<file path="src/rtl/alarm_pkg.sv">
// Shared types and default constants for the alarm ringing/snooze controller.
// Width helpers keep the snooze counter and snooze timer sized from their limits.
package alarm_pkg;

    typedef enum logic [1:0] {
        IDLE   = 2'd0,
        RING   = 2'd1,
        SNOOZE = 2'd2
    } ring_state_t;

    localparam int RING_TIMEOUT_DEF = 60;
    localparam int SNOOZE_SECS_DEF  = 300;
    localparam int MAX_SNOOZE_DEF   = 3;

    // Never return a zero width, even for degenerate limits of 1.
    function automatic int width_of(input int n);
        return (n <= 1) ? 1 : $clog2(n);
    endfunction

    function automatic int cnt_w(input int max_snooze);
        return width_of(max_snooze + 1);
    endfunction

    function automatic int left_w(input int snooze_secs);
        return width_of(snooze_secs);
    endfunction

endpackage

</file>
<file path="src/rtl/alarm_ring_ctrl_if.sv">
// Button/alarm inputs and buzzer/status outputs of the alarm ringing controller.
// master drives the buttons and alarm level; slave is the controller.
interface alarm_ring_ctrl_if #(
    parameter int CNT_W  = alarm_pkg::cnt_w(alarm_pkg::MAX_SNOOZE_DEF),
    parameter int LEFT_W = alarm_pkg::left_w(alarm_pkg::SNOOZE_SECS_DEF)
);
    logic              alarm_in;
    logic              snooze;
    logic              stop;
    logic              buzzer;
    logic              alarm_clear;
    logic              snoozing;
    logic [CNT_W-1:0]  snooze_cnt;
    logic [LEFT_W-1:0] snooze_left;
    logic              missed;

    modport master (
        output alarm_in, snooze, stop,
        input  buzzer, alarm_clear, snoozing, snooze_cnt, snooze_left, missed
    );

    modport slave (
        input  alarm_in, snooze, stop,
        output buzzer, alarm_clear, snoozing, snooze_cnt, snooze_left, missed
    );
endinterface

</file>
<file path="src/rtl/alarm_sec_timer.sv">
// Loadable seconds down-counter with clear, enable and zero flag; one tick per clk_1s edge.
// Load beats enable; clear beats both; holds at zero rather than wrapping.
module alarm_sec_timer #(
    parameter int W = 9
) (
    input  logic         clk_1s,
    input  logic         reset,
    input  logic         clr_i,
    input  logic         load_i,
    input  logic [W-1:0] load_val_i,
    input  logic         en_i,
    output logic [W-1:0] cnt_o,
    output logic         zero_o
);
    logic [W-1:0] cnt_q;
    logic [W-1:0] cnt_d;

    always_comb begin
        cnt_d = cnt_q;
        if (clr_i) begin
            cnt_d = '0;
        end else if (load_i) begin
            cnt_d = load_val_i;
        end else if (en_i && (cnt_q != '0)) begin
            cnt_d = cnt_q - W'(1);
        end
    end

    always_ff @(posedge clk_1s or posedge reset) begin
        if (reset) begin
            cnt_q <= '0;
        end else begin
            cnt_q <= cnt_d;
        end
    end

    assign cnt_o  = cnt_q;
    assign zero_o = (cnt_q == '0);
endmodule

</file>
<file path="src/rtl/alarm_ring_ctrl.sv">
// Alarm ring/snooze FSM: reacts one clk_1s edge after an alarm_in rise; all outputs registered.
// Define ALARM_BEEP_PATTERN_EN for a 1 s on / 1 s off buzzer in RING instead of a steady tone.
module alarm_ring_ctrl #(
    parameter int RING_TIMEOUT = alarm_pkg::RING_TIMEOUT_DEF,
    parameter int SNOOZE_SECS  = alarm_pkg::SNOOZE_SECS_DEF,
    parameter int MAX_SNOOZE   = alarm_pkg::MAX_SNOOZE_DEF
) (
    input  logic             clk_1s,
    input  logic             reset,
    alarm_ring_ctrl_if.slave bus
);
    import alarm_pkg::*;

    localparam int CNT_W  = cnt_w(MAX_SNOOZE);
    localparam int LEFT_W = left_w(SNOOZE_SECS);
    localparam int RC_W   = width_of(RING_TIMEOUT);

    localparam logic [CNT_W-1:0]  MAX_CNT  = CNT_W'(MAX_SNOOZE);
    localparam logic [RC_W-1:0]   RC_LAST  = RC_W'(RING_TIMEOUT - 1);
    localparam logic [LEFT_W-1:0] SNZ_LOAD = LEFT_W'(SNOOZE_SECS - 1);

`ifdef ALARM_BEEP_PATTERN_EN
    localparam logic BEEP_EN = 1'b1;
`else
    localparam logic BEEP_EN = 1'b0;
`endif

    ring_state_t       state_q;
    logic              alarm_dly_q;
    logic [RC_W-1:0]   ring_cnt_q;
    logic [CNT_W-1:0]  snooze_cnt_q;
    logic              buzzer_q;
    logic              clear_q;
    logic              snoozing_q;
    logic              missed_q;

    logic              rise;
    logic              snz_take;
    logic [RC_W-1:0]   ring_inc;
    logic              tmr_clr;
    logic              tmr_load;
    logic              tmr_en;
    logic [LEFT_W-1:0] snooze_left;
    logic              snooze_zero;

    assign rise     = bus.alarm_in & ~alarm_dly_q;
    assign snz_take = bus.snooze && (snooze_cnt_q < MAX_CNT);
    assign ring_inc = ring_cnt_q + RC_W'(1);

    // Snooze timer moves in lockstep with the FSM's SNOOZE entry and exit decisions.
    assign tmr_load = (state_q == RING)   && !bus.stop && snz_take;
    assign tmr_en   = (state_q == SNOOZE) && !bus.stop;
    assign tmr_clr  = (state_q == SNOOZE) &&  bus.stop;

    alarm_sec_timer #(.W(LEFT_W)) u_snooze_timer (
        .clk_1s     (clk_1s),
        .reset      (reset),
        .clr_i      (tmr_clr),
        .load_i     (tmr_load),
        .load_val_i (SNZ_LOAD),
        .en_i       (tmr_en),
        .cnt_o      (snooze_left),
        .zero_o     (snooze_zero)
    );

    // alarm_dly_q resets high so an alarm already asserted at reset release is not a rise.
    always_ff @(posedge clk_1s or posedge reset) begin
        if (reset) begin
            state_q      <= IDLE;
            alarm_dly_q  <= 1'b1;
            ring_cnt_q   <= '0;
            snooze_cnt_q <= '0;
            buzzer_q     <= 1'b0;
            clear_q      <= 1'b0;
            snoozing_q   <= 1'b0;
            missed_q     <= 1'b0;
        end else begin
            alarm_dly_q <= bus.alarm_in;
            clear_q     <= 1'b0;
            case (state_q)
                IDLE: begin
                    if (rise) begin
                        state_q      <= RING;
                        ring_cnt_q   <= '0;
                        snooze_cnt_q <= '0;
                        missed_q     <= 1'b0;
                        buzzer_q     <= 1'b1;
                        snoozing_q   <= 1'b0;
                    end else if (bus.stop) begin
                        missed_q <= 1'b0;
                    end
                end
                RING: begin
                    if (bus.stop) begin
                        state_q      <= IDLE;
                        clear_q      <= 1'b1;
                        snooze_cnt_q <= '0;
                        buzzer_q     <= 1'b0;
                    end else if (snz_take) begin
                        state_q      <= SNOOZE;
                        snooze_cnt_q <= snooze_cnt_q + CNT_W'(1);
                        clear_q      <= 1'b1;
                        buzzer_q     <= 1'b0;
                        snoozing_q   <= 1'b1;
                    end else if (ring_cnt_q == RC_LAST) begin
                        state_q  <= IDLE;
                        clear_q  <= 1'b1;
                        missed_q <= 1'b1;
                        buzzer_q <= 1'b0;
                    end else begin
                        ring_cnt_q <= ring_inc;
                        buzzer_q   <= ~ring_inc[0] | ~BEEP_EN;
                    end
                end
                SNOOZE: begin
                    if (bus.stop) begin
                        state_q      <= IDLE;
                        snooze_cnt_q <= '0;
                        snoozing_q   <= 1'b0;
                    end else if (snooze_zero) begin
                        state_q    <= RING;
                        ring_cnt_q <= '0;
                        buzzer_q   <= 1'b1;
                        snoozing_q <= 1'b0;
                    end
                end
                default: begin
                    state_q    <= IDLE;
                    buzzer_q   <= 1'b0;
                    snoozing_q <= 1'b0;
                end
            endcase
        end
    end

    assign bus.buzzer      = buzzer_q;
    assign bus.alarm_clear = clear_q;
    assign bus.snoozing    = snoozing_q;
    assign bus.snooze_cnt  = snooze_cnt_q;
    assign bus.snooze_left = snooze_left;
    assign bus.missed      = missed_q;
endmodule
</file>
<file path="src/flat_wrapper.sv">
// flat-port wrapper written by rule: the top's interface ports become plain ports
module alarm_ring_ctrl_flat import alarm_pkg::*;
#(
    parameter int RING_TIMEOUT = alarm_pkg::RING_TIMEOUT_DEF,
    parameter int SNOOZE_SECS  = alarm_pkg::SNOOZE_SECS_DEF,
    parameter int MAX_SNOOZE   = alarm_pkg::MAX_SNOOZE_DEF
)
  (clk_1s, reset, bus_alarm_in, bus_snooze, bus_stop, bus_buzzer, bus_alarm_clear, bus_snoozing, bus_snooze_cnt, bus_snooze_left, bus_missed);
  alarm_ring_ctrl_if bus_i ();
  input  logic clk_1s;
  input  logic reset;
  input wire logic [$bits(bus_i.alarm_in)-1:0] bus_alarm_in;
  input wire logic [$bits(bus_i.snooze)-1:0] bus_snooze;
  input wire logic [$bits(bus_i.stop)-1:0] bus_stop;
  output wire logic [$bits(bus_i.buzzer)-1:0] bus_buzzer;
  output wire logic [$bits(bus_i.alarm_clear)-1:0] bus_alarm_clear;
  output wire logic [$bits(bus_i.snoozing)-1:0] bus_snoozing;
  output wire logic [$bits(bus_i.snooze_cnt)-1:0] bus_snooze_cnt;
  output wire logic [$bits(bus_i.snooze_left)-1:0] bus_snooze_left;
  output wire logic [$bits(bus_i.missed)-1:0] bus_missed;
  assign bus_i.alarm_in = bus_alarm_in;
  assign bus_i.snooze = bus_snooze;
  assign bus_i.stop = bus_stop;
  assign bus_buzzer = bus_i.buzzer;
  assign bus_alarm_clear = bus_i.alarm_clear;
  assign bus_snoozing = bus_i.snoozing;
  assign bus_snooze_cnt = bus_i.snooze_cnt;
  assign bus_snooze_left = bus_i.snooze_left;
  assign bus_missed = bus_i.missed;
  alarm_ring_ctrl #(.RING_TIMEOUT(RING_TIMEOUT), .SNOOZE_SECS(SNOOZE_SECS), .MAX_SNOOZE(MAX_SNOOZE)) u_core (.clk_1s(clk_1s), .reset(reset), .bus(bus_i));
endmodule
</file>
<file path="config.mk">
export PLATFORM = sky130hd
export DESIGN_NAME = alarm_ring_ctrl_flat
export DESIGN_NICKNAME = d
export VERILOG_FILES = /design/src/rtl/alarm_pkg.sv /design/src/rtl/alarm_ring_ctrl_if.sv /design/src/rtl/alarm_sec_timer.sv /design/src/rtl/alarm_ring_ctrl.sv /design/src/flat_wrapper.sv
export SDC_FILE = /design/constraint.sdc
export NUM_CORES = 1
export LEC_CHECK = 0
export BUFFER_PORTS_ARGS = -buffer_cell sky130_fd_sc_hd__buf_2
export CAP_MARGIN = 20
export CORE_ASPECT_RATIO = 1.1
export CORE_MARGIN = 8
export CORE_UTILIZATION = 50
export DETAILED_ROUTE_END_ITERATION = 10
export GPL_TIMING_DRIVEN = 0
export PLACE_DENSITY = 0.73
export SYNTH_ARGS = -nofsm -noshare
export SYNTH_HDL_FRONTEND = slang
export SYNTH_SLANG_ARGS = --single-unit
</file>
<file path="constraint.sdc">
create_clock -name clk_1s -period 2.2 [get_ports clk_1s]
set_input_delay 0.22 -clock clk_1s [delete_from_list [all_inputs] [get_ports clk_1s]]
set_output_delay 0.22 -clock clk_1s [all_outputs]
set_load 0.01 [all_outputs]
</file>
==> summary.md, run 1 <==
| Metric | Value |
|---|---|
| Status | `complete, but fails checks` |
| Failing checks | `negative setup slack` |
| Peak supply drop | `around 0.82 mV` |
| Pin count of the biggest net entering global routing | `25` |
| Die ar. | `4510 um^2` |
| Crit Path Category | `flop to flop` |
| Max Used Layer | `met4` |
| Vias in the first global route | `1286` |
| 1st-pass router iterations | `4` |
| Clock root buffer | `clkbuf_4` |
| Slew headroom | `0.407` |
| Met2 wire len | `roughly 1800 um` |
| Avg Cell Area, Syn | `9.82 um^2` |
| Initial DRC count | `74` |
| Max stage delay on crit path | `470 ps` |
| Die width | `roughly 65 um` |
| Clock-pin slew on the worst setup and hold paths | `130 ps` |
| Fmax | `about 430 MHz` |
| Critical path's top delay family | `compound AO/OA/AOI/OAI gates` |
| Min Tclk post-route | `2310 ps` |
| CTS Buf Count | `3` |
| Die Ht | `around 70 um` |
| Layout Nets | `roughly 180` |
| CP arrival | `between 2000 and 3000 ps` |
| Routability Congestion | `roughly 0.85` |
| Seq/Total Area, Yosys | `0.461` |
| Initial Utilization | `0.523` |
| Max cap viols | `0` |
| Final Max Slew Viols | `0` |
| Grt ovf | `0` |
| Yosys cell types | `44` |
| TNS Setup | `-312 ps` |
| Hold Crit Class | `input port to async pin` |
| Worst-Margin Slew | `about 890 ps` |
| Top FF cell, synth | `dfrtp_1` |
| Port Buffer Count | `19` |
| Routed WL | `~3400 um` |
| RSZ-0062 raised after global routing | `yes` |
| Fin worst setup slack | `-107 ps` |
| Via count | `about 1200` |
| Worst Setup End Kind | `flop` |
| Met1 WL | `roughly 1400 um` |
| Post-DRT Antenna Nets | `0` |
| Critical path peak fanout | `4` |
| Worst Path Buf+Inv | `1` |
| R2R setup slack | `-110 ps` |
| Post-synthesis async set-or-reset flop share | `1.00` |
| Clock skew | `between 5 and 6 ps` |
| Synth Instances | `133` |
| # diodes | `0` |
| Warnings from Yosys | `0` |
| CTS max path bufs | `2` |
| Layout cells sized above 1 | `0.274` |
| Crit path max-delay cell type | `or4b_4` |
| Multi-input combinational cell area | `684 um^2` |
| Fill cells | `about 220` |
| Post-DP HPWL | `roughly 2300 um` |
| Crit share post-route | `1.05` |
| Power Dens Cells | `1100 nW/um^2` |
| CP Cell Sequence | `inv_2 > ha_4 > or4b_4 > o41a_1 > or2_4 > a221o_1` |
| WP data required | `2410 ps` |
| Area grow syn2layout | `21.6%` |
| Clock Latency Late Sink | `just over 300 ps` |
| Num ports | `20` |
| Synth Cell Area | `approximately 1300 um^2` |
| Clock H-tree levels | `1` |
| CTS tree | `done` |
| # DRC | `0` |
| Reg area | `~600 um^2` |
| Placeable Area | `between 2000 and 2500 um^2` |
| Global Route Usage Sum | `0.152` |
| Routed vias/inst | `about 6.2` |
| Net count after synthesis | `around 140` |
| Total power | `around 1700 uW` |
| Clk sink count | `24` |
| Final Util | `0.636` |
| Initial antenna violation count | `0` |
| Wirelength per Cell | `between 15 and 20 um` |
| FP Rows | `19` |
| First-pass GRT wire length | `around 5700 um` |
| EDFF count, synth | `0` |
| Seq cells post-synth | `24` |
| Final setup fails | `3` |
| Fin. Hold Viols | `0` |
| Leak | `0.000722 uW` |
| Metal3 WL | `around 170 um` |
| CP startpoint kind | `flop` |
[cells in the final DEF (no fill, tap or decap), types with 4 or more instances in the layout]
cell type / instances
dfrtp_1: 23
buf_2: 19
buf_4: 12
a21oi_1: 8
clkbuf_1: 7
nor2_1: 7
nor3_1: 5
nand2_1: 5
o21ai_0: 5
or3_1: 4
nand3_1: 4
nand2b_1: 4
a221o_1: 4
[cell usage after synthesis (2+ instances only)]
master	n	area, um^2
a21oi_1	8	40.0
a221o_1	4	40.0
and2_1	3	18.8
and3_1	2	12.5
clkbuf_1	6	22.5
dfrtp_1	23	576
ha_1	3	37.5
inv_1	5	18.8
nand2_1	5	18.8
nand2b_1	4	25.0
nand3_1	4	20.0
nand4_1	2	12.5
nand4b_1	3	26.3
nor2_1	7	26.3
nor2b_1	3	18.8
nor3_1	5	25.0
nor3b_1	3	22.5
o211ai_1	3	22.5
o21ai_0	5	25.0
o221ai_1	2	17.5
o311ai_0	2	17.5
o31ai_1	4	30.0
or2_2	2	12.5
or3_1	4	25.0
or4_1	2	15.0
[registers in the layout (all words and copies together) (netlist names)]
register and flops:
u_core.u_snooze_timer.cnt_o 9, u_core.ring_cnt_q 6, u_core.bus.snooze_cnt 2, u_core.state_q 2
u_core.alarm_dly_q 1, u_core.bus.alarm_clear 1, u_core.bus.buzzer 1, u_core.bus.missed 1
u_core.bus.snoozing 1
[repair_timing]
action / 4_1_cts / 5_1_grt
hold endpoints to repair: 1 / 0
pin swaps: 2 / 6
resized for setup: 3 / 3
buffers inserted: 8 / 4
hold buffers: 1 / 0
endpoints found under the setup margin: 8 / 13
[stage by stage]
step	cells	setup WS [ps]	hold slack, ps	cell area (um^2)
after floorplan	133	-151	224	1320
after global placement	183	-279	335	1450
after detailed placement	183	-285	339	1450
after CTS	196	-106	112	1560
after global routing	199	-156	180	1590
final	199	-107	68.8	1590
[report_power, final]
group | switching, uW | leakage (uW) | total, uW | internal [uW]
Sequential | 134 | 0.000307 | 703 | 569
Combinational | 441 | 0.000400 | 838 | 397
Clock | 128 | 0.0000150 | 199 | 70.9
[area by class of cell]
type	count	area share
Buffer	6	0.0142
Tap cell	31	0.0244
Inverter	5	0.0118
Sequential cell	24	0.379
Timing Repair Buffer	32	0.123
Clock buffer	4	0.0165
Multi-Input combinational cell	97	0.431
[path summary, 6_finish.rpt]
path                                             endpoint                      startpoint  depth (start not counted)
setup reg to reg                     u_core.ring_cnt_q[1]  u_core.u_snooze_timer.cnt_o[0]                          6
setup / recovery                     u_core.ring_cnt_q[1]  u_core.u_snooze_timer.cnt_o[0]                          6
hold / removal             u_core.u_snooze_timer.cnt_o[7]                           reset                          2
min in group clk_1s                     u_core.state_q[1]                        bus_stop                          4
hold reg to reg                         u_core.bus.missed               u_core.bus.missed                          1
max in group asynchronous  u_core.u_snooze_timer.cnt_o[8]                           reset                          2
[cell families after synthesis]
logic type,count (synthesis),synth area share
DFF,24,0.461
AOI/OAI and AO/OA,38,0.215
buffers and inverters,12,0.0354
adders and majority gates,3,0.0287
muxes,1,0.00862
xor gates and xnor gates,1,0.00671
and+or+nand+nor,54,0.245
[layer usage]
metal  vias up  global-route usage
met4         0              0.0728
met5         -                   0
met3         5              0.0339
met1       610               0.162
met2        41               0.270
li1        587                   -
No activity file was read; power rests on OpenSTA's default activity.
==> run 2, diff against run 1 <==
--- a/config.mk
+++ b/config.mk
@@ -16,3 +16,4 @@
 export SYNTH_ARGS = -nofsm -noshare
 export SYNTH_HDL_FRONTEND = slang
 export SYNTH_SLANG_ARGS = --single-unit
+export TNS_END_PERCENT = 30
==> run 2 against run 1 <==
Net effect: sequential cell count unchanged; die area stayed put; design area did not move; hold slack about the same; sequential share of layout area unchanged; clock skew hardly changed; global-route usage unchanged; the run still ends with negative setup slack left; setup slack barely moved; utilization is the same; wire length shrank 0.15%; via count up 0.24%.
==> summary.md, run 2 (synthesis gave the netlist of run 1 again) <==
| Metric | Value |
|---|---|
| Fin. Hold Viols | `0 (unchanged)` |
| Port Buffer Count | `19 (unchanged)` |
| Met1 WL | `1410 um (-0.21%)` |
| Hold Crit Class | `input port to async pin` |
| Crit share post-route | `1.05 (about the same)` |
| Power Dens Cells | `1100 nW/um^2 (about the same)` |
| Most frequent cells in the layout | `23 x dfrtp_1, 19 x buf_2, 12 x buf_4` |
| Routability Congestion | `0.854 (unchanged)` |
| RSZ-0062 raised after global routing | `yes` |
| Worst-Margin Slew | `888 ps (unchanged)` |
| Final Max Slew Viols | `0 (unchanged)` |
| Num ports | `20 (unchanged)` |
| Clock H-tree levels | `1 (unchanged)` |
| Pin count of the biggest net entering global routing | `25 (unchanged)` |
| Die ar. | `4510 um^2 (unchanged)` |
| Placed Area | `1450 um^2 (unchanged)` |
| Layout Nets | `177 (unchanged)` |
| Layout cells sized above 1 | `0.274 (unchanged)` |
| Pre-CTS setup slack | `-285 ps (unchanged)` |
| 1st-pass router iterations | `4 (unchanged)` |
| Status | `complete, but fails checks` |
| Vias in the first global route | `1286 (unchanged)` |
| Placeable Area | `2500 um^2 (unchanged)` |
| Final Util | `0.636 (unchanged)` |
| Die Ht | `69.6 um (unchanged)` |
| Min Tclk post-route | `2310 ps (-0.209 ps)` |
| Leak | `0.000722 uW (about the same)` |
| Routed WL | `3370 um (-0.15%)` |
| CP startpoint kind | `flop` |
| Design area | `1590 um^2 (unchanged)` |
| Crit Path Category | `flop to flop` |
| Clk sink count | `24 (unchanged)` |
| First-pass GRT wire length | `5660 um (unchanged)` |
| CTS tree | `done` |
| Routed vias/inst | `6.26 (+0.24%)` |
| Slew headroom | `0.407 (unchanged)` |
| Failing checks | `negative setup slack` |
| Grt ovf | `0 (unchanged)` |
| Global Route Usage Sum | `0.152 (unchanged)` |
| Via count | `1246 (+0.24%)` |
| Wirelength per Cell | `16.9 um (-0.15%)` |
| WP data required | `2410 ps (about the same)` |
| Final setup fails | `3 (unchanged)` |
| Initial DRC count | `72 (-2.7%)` |
| Fill cells | `221 (unchanged)` |
| Worst Setup End Kind | `flop` |
| Fmax | `433 MHz (about the same)` |
| Max reg flops | `9 (unchanged)` |
| TNS Setup | `-280 ps (+31.9 ps)` |
| Max cap viols | `0 (unchanged)` |
| # DRC | `0 (unchanged)` |
| Leading cell type in the layout, fill and taps excluded | `dfrtp_1` |
| Clock Latency Late Sink | `310 ps (about the same)` |
| Clock-pin slew on the worst setup and hold paths | `130 ps (about the same)` |
| CTS max path bufs | `2 (unchanged)` |
| Post-DRT Antenna Nets | `0 (unchanged)` |
| Initial Utilization | `0.523 (unchanged)` |
| Clock skew | `5.88 ps (+0.0203 ps)` |
| Post-DP HPWL | `2340 um (unchanged)` |
| FP Rows | `19 (unchanged)` |
| Initial antenna violation count | `0 (unchanged)` |
| Critical path peak fanout | `4 (unchanged)` |
| Met2 wire len | `1750 um (-0.11%)` |
| Die width | `64.7 um (unchanged)` |
| Peak supply drop | `0.819 mV (about the same)` |
| CTS Buf Count | `3 (unchanged)` |
| Clock root buffer | `clkbuf_4` |
| # diodes | `0 (unchanged)` |
| CP arrival | `2520 ps (about the same)` |
| Metal3 WL | `167 um (unchanged)` |
| Area grow syn2layout | `21.6% (unchanged)` |
| Fin worst setup slack | `-107 ps (+0.209 ps)` |
| Max Used Layer | `met4` |
run 2: cell counts in the layout (fill, tap and decap cells not counted):
Identical to the previous run, type by type.
run 2: path summary, 6_finish.rpt:
path | slack (ps) | cells after the start | start | end
setup / recovery | -110 | 6 | u_core.u_snooze_timer.cnt_o[0] | u_core.ring_cnt_q[1]
hold / removal | 70 | 2 | reset | u_core.u_snooze_timer.cnt_o[7]
setup reg to reg | -110 | 6 | u_core.u_snooze_timer.cnt_o[0] | u_core.ring_cnt_q[1]
hold reg to reg | 500 | 1 | u_core.bus.missed | u_core.bus.missed
max in group asynchronous | 1580 | 2 | reset | u_core.u_snooze_timer.cnt_o[8]
min in group clk_1s | 340 | 4 | bus_stop | u_core.state_q[1]
run 2: what timing repair did:
action | in CTS | in global routing
hold buffers | 1 | 0
pin swaps | 2 | 5
endpoints found under the setup margin | 8 | 13
resized for setup | 3 | 3
buffers inserted | 8 | 4
endpoints found under the hold margin | 1 | 0
run 2: per-layer routing:
metal | up-vias | global-route usage
met4 | 0 | 0.0728
met1 | 613 | 0.162
met5 | - | 0
met3 | 5 | 0.0339
li1 | 587 | -
met2 | 41 | 0.270
run 2: metrics by stage:
stage / instances / hold WS, ps / power [uW]
after CTS: 196 / 112 / 1700
after floorplan: 133 / 224 / 1160
after global routing: 199 / 180 / 1860
after global placement: 183 / 335 / 1360
final: 199 / 68.8 / 1740
after detailed placement: 183 / 339 / 1400
run 2: report_power, final:
part | total [uW] | internal (uW) | leakage (uW) | switching, uW
logic | 838 | 397 | 0.000400 | 440
clock network | 199 | 70.9 | 0.0000150 | 128
registers | 703 | 569 | 0.000307 | 134
total | 1740 | 1040 | 0.000722 | 702
run 2: area by class of cell:
cell class	count	area [um^2]	share of cell area
flip-flops and latches	24	602	0.379
inverters	5	18.8	0.0118
repair buffers	32	195	0.123
plain buffers	6	22.5	0.0142
multi-input cells	97	684	0.431
clock buffers	4	26.3	0.0165
well taps	31	38.8	0.0244
run 2: critical path, cell delays in order (launching register included):
cell and delay (ps):
dfrtp_1 410, inv_2 90, ha_4 130, or4b_4 470, o41a_1 460, or2_4 290
a221o_1 350
==> run 3, diff against run 2 <==
--- a/config.mk
+++ b/config.mk
@@ -7,12 +7,14 @@
 export LEC_CHECK = 0
 export BUFFER_PORTS_ARGS = -buffer_cell sky130_fd_sc_hd__buf_2
 export CAP_MARGIN = 20
+export CELL_PAD_IN_SITES_DETAIL_PLACEMENT = 2
+export CELL_PAD_IN_SITES_GLOBAL_PLACEMENT = 2
 export CORE_ASPECT_RATIO = 1.1
 export CORE_MARGIN = 8
-export CORE_UTILIZATION = 50
+export CORE_UTILIZATION = 31
 export DETAILED_ROUTE_END_ITERATION = 10
 export GPL_TIMING_DRIVEN = 0
-export PLACE_DENSITY = 0.73
+export PLACE_DENSITY = 0.72
 export SYNTH_ARGS = -nofsm -noshare
 export SYNTH_HDL_FRONTEND = slang
 export SYNTH_SLANG_ARGS = --single-unit
==> run 3 against run 2 <==
Net effect: the flow still finishes with violations (negative setup slack); sequential share of layout area fell by 0.76 points; design area is 2.0% higher; clock skew grew 12 ps; non-clock buffer count fell by 3; wire length up 27%; critical endpoint is now u_core.ring_cnt_q[0]; largest cell class unchanged.
==> summary.md, run 3 (synthesis gave the netlist of run 1 again) <==
| Metric | Value |
|---|---|
| Status | `complete, but fails checks` |
| Failing checks | `negative setup slack` |
| Pin count of the biggest net entering global routing | `25 (unchanged)` |
| Inst Count DP | `204 (+11%)` |
| Worst Path Buf+Inv | `1 (unchanged)` |
| Die ar. | `6550 um^2 (+45%)` |
| Initial Utilization | `0.327 (-0.196)` |
| CP Cell Sequence | `inv_2 > ha_4 > or4b_4 > o41a_1 > or2_4 > a221o_1` |
| Routed vias/inst | `5.65 (-9.7%)` |
| Non-Filler Instances | `217 (+9.0%)` |
| Max cap viols | `0 (unchanged)` |
| CTS Hold Bufs | `0 (-1)` |
| Grt ovf | `0 (unchanged)` |
| Layout Nets | `174 (-1.7%)` |
| Min Tclk post-route | `2300 ps (-7.04 ps)` |
| Power Dens Cells | `1150 nW/um^2 (+4.5%)` |
| Final setup fails | `3 (unchanged)` |
| Num ports | `20 (unchanged)` |
| Vias in the first global route | `1436 (+12%)` |
| Clock-pin slew on the worst setup and hold paths | `80 ps (-50 ps)` |
| Max reg flops | `9 (unchanged)` |
| Die Ht | `84.1 um (+21%)` |
| CP arrival | `2450 ps (-70 ps)` |
| Most frequent cells in the layout | `23 x dfrtp_1, 19 x buf_2, 10 x buf_4` |
| Final Max Slew Viols | `0 (unchanged)` |
| CTS tree | `done` |
| First-pass GRT wire length | `7150 um (+26%)` |
| Placed Area | `1480 um^2 (+1.8%)` |
| Final Util | `0.406 (-0.230)` |
| FP Rows | `24 (+5)` |
| Clk sink count | `24 (unchanged)` |
| Worst hold path startpoint | `bus_alarm_in` |
| Post-DRT Antenna Nets | `0 (unchanged)` |
| Max stage delay on crit path | `490 ps (+20 ps)` |
| RSZ-0062 raised after global routing | `yes` |
| Total power | `1860 uW (+6.7%)` |
| Area grow syn2layout | `24.0%` |
| Die width | `77.9 um (+20%)` |
| Peak supply drop | `0.288 mV (-65%)` |
| # diodes | `0 (unchanged)` |
| CP startpoint kind | `flop` |
| Crit Path Category | `flop to flop` |
| CTS max path bufs | `2 (unchanged)` |
| Fmax | `435 MHz (+0.31%)` |
| Initial antenna violation count | `0 (unchanged)` |
| WP data required | `2350 ps (-60 ps)` |
| Slew headroom | `0.323 (-0.0838)` |
| Critical path peak fanout | `4 (unchanged)` |
| Clock H-tree levels | `1 (unchanged)` |
| RR Startpoint | `u_core.u_snooze_timer.cnt_o[0]` |
| Fin. Hold Viols | `0 (unchanged)` |
| Placeable Area | `3990 um^2 (+60%)` |
| Clock root buffer | `clkbuf_8` |
| Clock Latency Late Sink | `280 ps (-30 ps)` |
| Leak | `0.000721 uW (-0.19%)` |
| Worst-Margin Slew | `1010 ps (+126 ps)` |
| Critical Path Start | `u_core.u_snooze_timer.cnt_o[0]` |
| Port Buffer Count | `19 (unchanged)` |
| Global Route Usage Sum | `0.133 (-0.0182)` |
| Routability Congestion | `0.804 (-5.8%)` |
| Critical path's top delay family | `compound AO/OA/AOI/OAI gates` |
| Hold Crit Class | `input port to flop` |
| Layout cells sized above 1 | `0.279 (+0.00498)` |
| Crit path max-delay cell type | `or4b_4` |
| Post-DP HPWL | `3010 um (+28%)` |
| Initial DRC count | `37 (-49%)` |
| 1st-pass router iterations | `4 (unchanged)` |
| Design area | `1620 um^2 (+2.0%)` |
| Worst Setup End Kind | `flop` |
| Leading cell type in the layout, fill and taps excluded | `dfrtp_1` |
| Fin worst setup slack | `-99.8 ps (+7.04 ps)` |
| # DRC | `0 (unchanged)` |
| Via count | `1227 (-1.5%)` |
| Wirelength per Cell | `19.8 um (+17%)` |
| CTS Buf Count | `3 (unchanged)` |
| Routed WL | `4290 um (+27%)` |
| Crit share post-route | `1.05 (-0.00320)` |
| Clock skew | `17.6 ps (+11.7 ps)` |
## run 3: worst register-to-register path, delay by kind of cell (launching register included)
kind / cells / cell delay [ps]
DFF: 1 / 400
adders and majority gates: 1 / 130
and+or+nand+nor: 2 / 760
AOI/OAI and AO/OA: 2 / 810
buffers and inverters: 1 / 80
## run 3: routing by layer
layer	up-vias	global-route usage	wire (um)
li1	568	-	-
met1	639	0.129	1690
met2	15	0.268	2440
met3	5	0.0237	107
met4	0	0.0455	51
met5	-	0	0
## run 3: final cells by class
class,instances,area [um^2]
fillers,449,2370
repair buffers,29,170
clock buffers,4,45.0
plain buffers,6,23.8
inverters,5,18.8
flip-flops and latches,24,602
multi-input cells,97,696
well taps,52,65.1
## run 3: where the power goes
part / switching (uW) / total (uW) / leakage (uW) / internal, uW
combinational: 472 / 860 / 0.000391 / 388
sequential: 146 / 715 / 0.000307 / 569
clock: 151 / 280 / 0.0000228 / 130
total: 768 / 1860 / 0.000721 / 1090
## run 3: path summary, 6_finish.rpt
| check | to | slack [ps] | depth (start not counted) |
|---|---|---|---|
| worst max-delay path | u_core.ring_cnt_q[0] | -100 | 6 |
| worst min-delay path | u_core.alarm_dly_q | 60 | 1 |
| worst max register to register | u_core.ring_cnt_q[0] | -100 | 6 |
| worst min register to register | u_core.bus.missed | 500 | 1 |
| max in group asynchronous | u_core.u_snooze_timer.cnt_o[1] | 1400 | 2 |
| min in group asynchronous | u_core.ring_cnt_q[3] | 170 | 2 |
## run 3: timing repair
item | CTS | global route
buffers inserted | 6 | 4
setup endpoints to repair | 13 | 14
gates resized for setup | 3 | 6
pin swaps | 2 | 3
## run 3: metrics by stage
stage | worst slack [ps] | TNS (ps) | hold slack, ps
floorplan | -151 | -454 | 224
global placement | -313 | -1340 | 334
detailed placement | -353 | -1770 | 338
CTS | -129 | -651 | 52.1
global route | -156 | -401 | 49.3
finish | -99.8 | -207 | 58.5
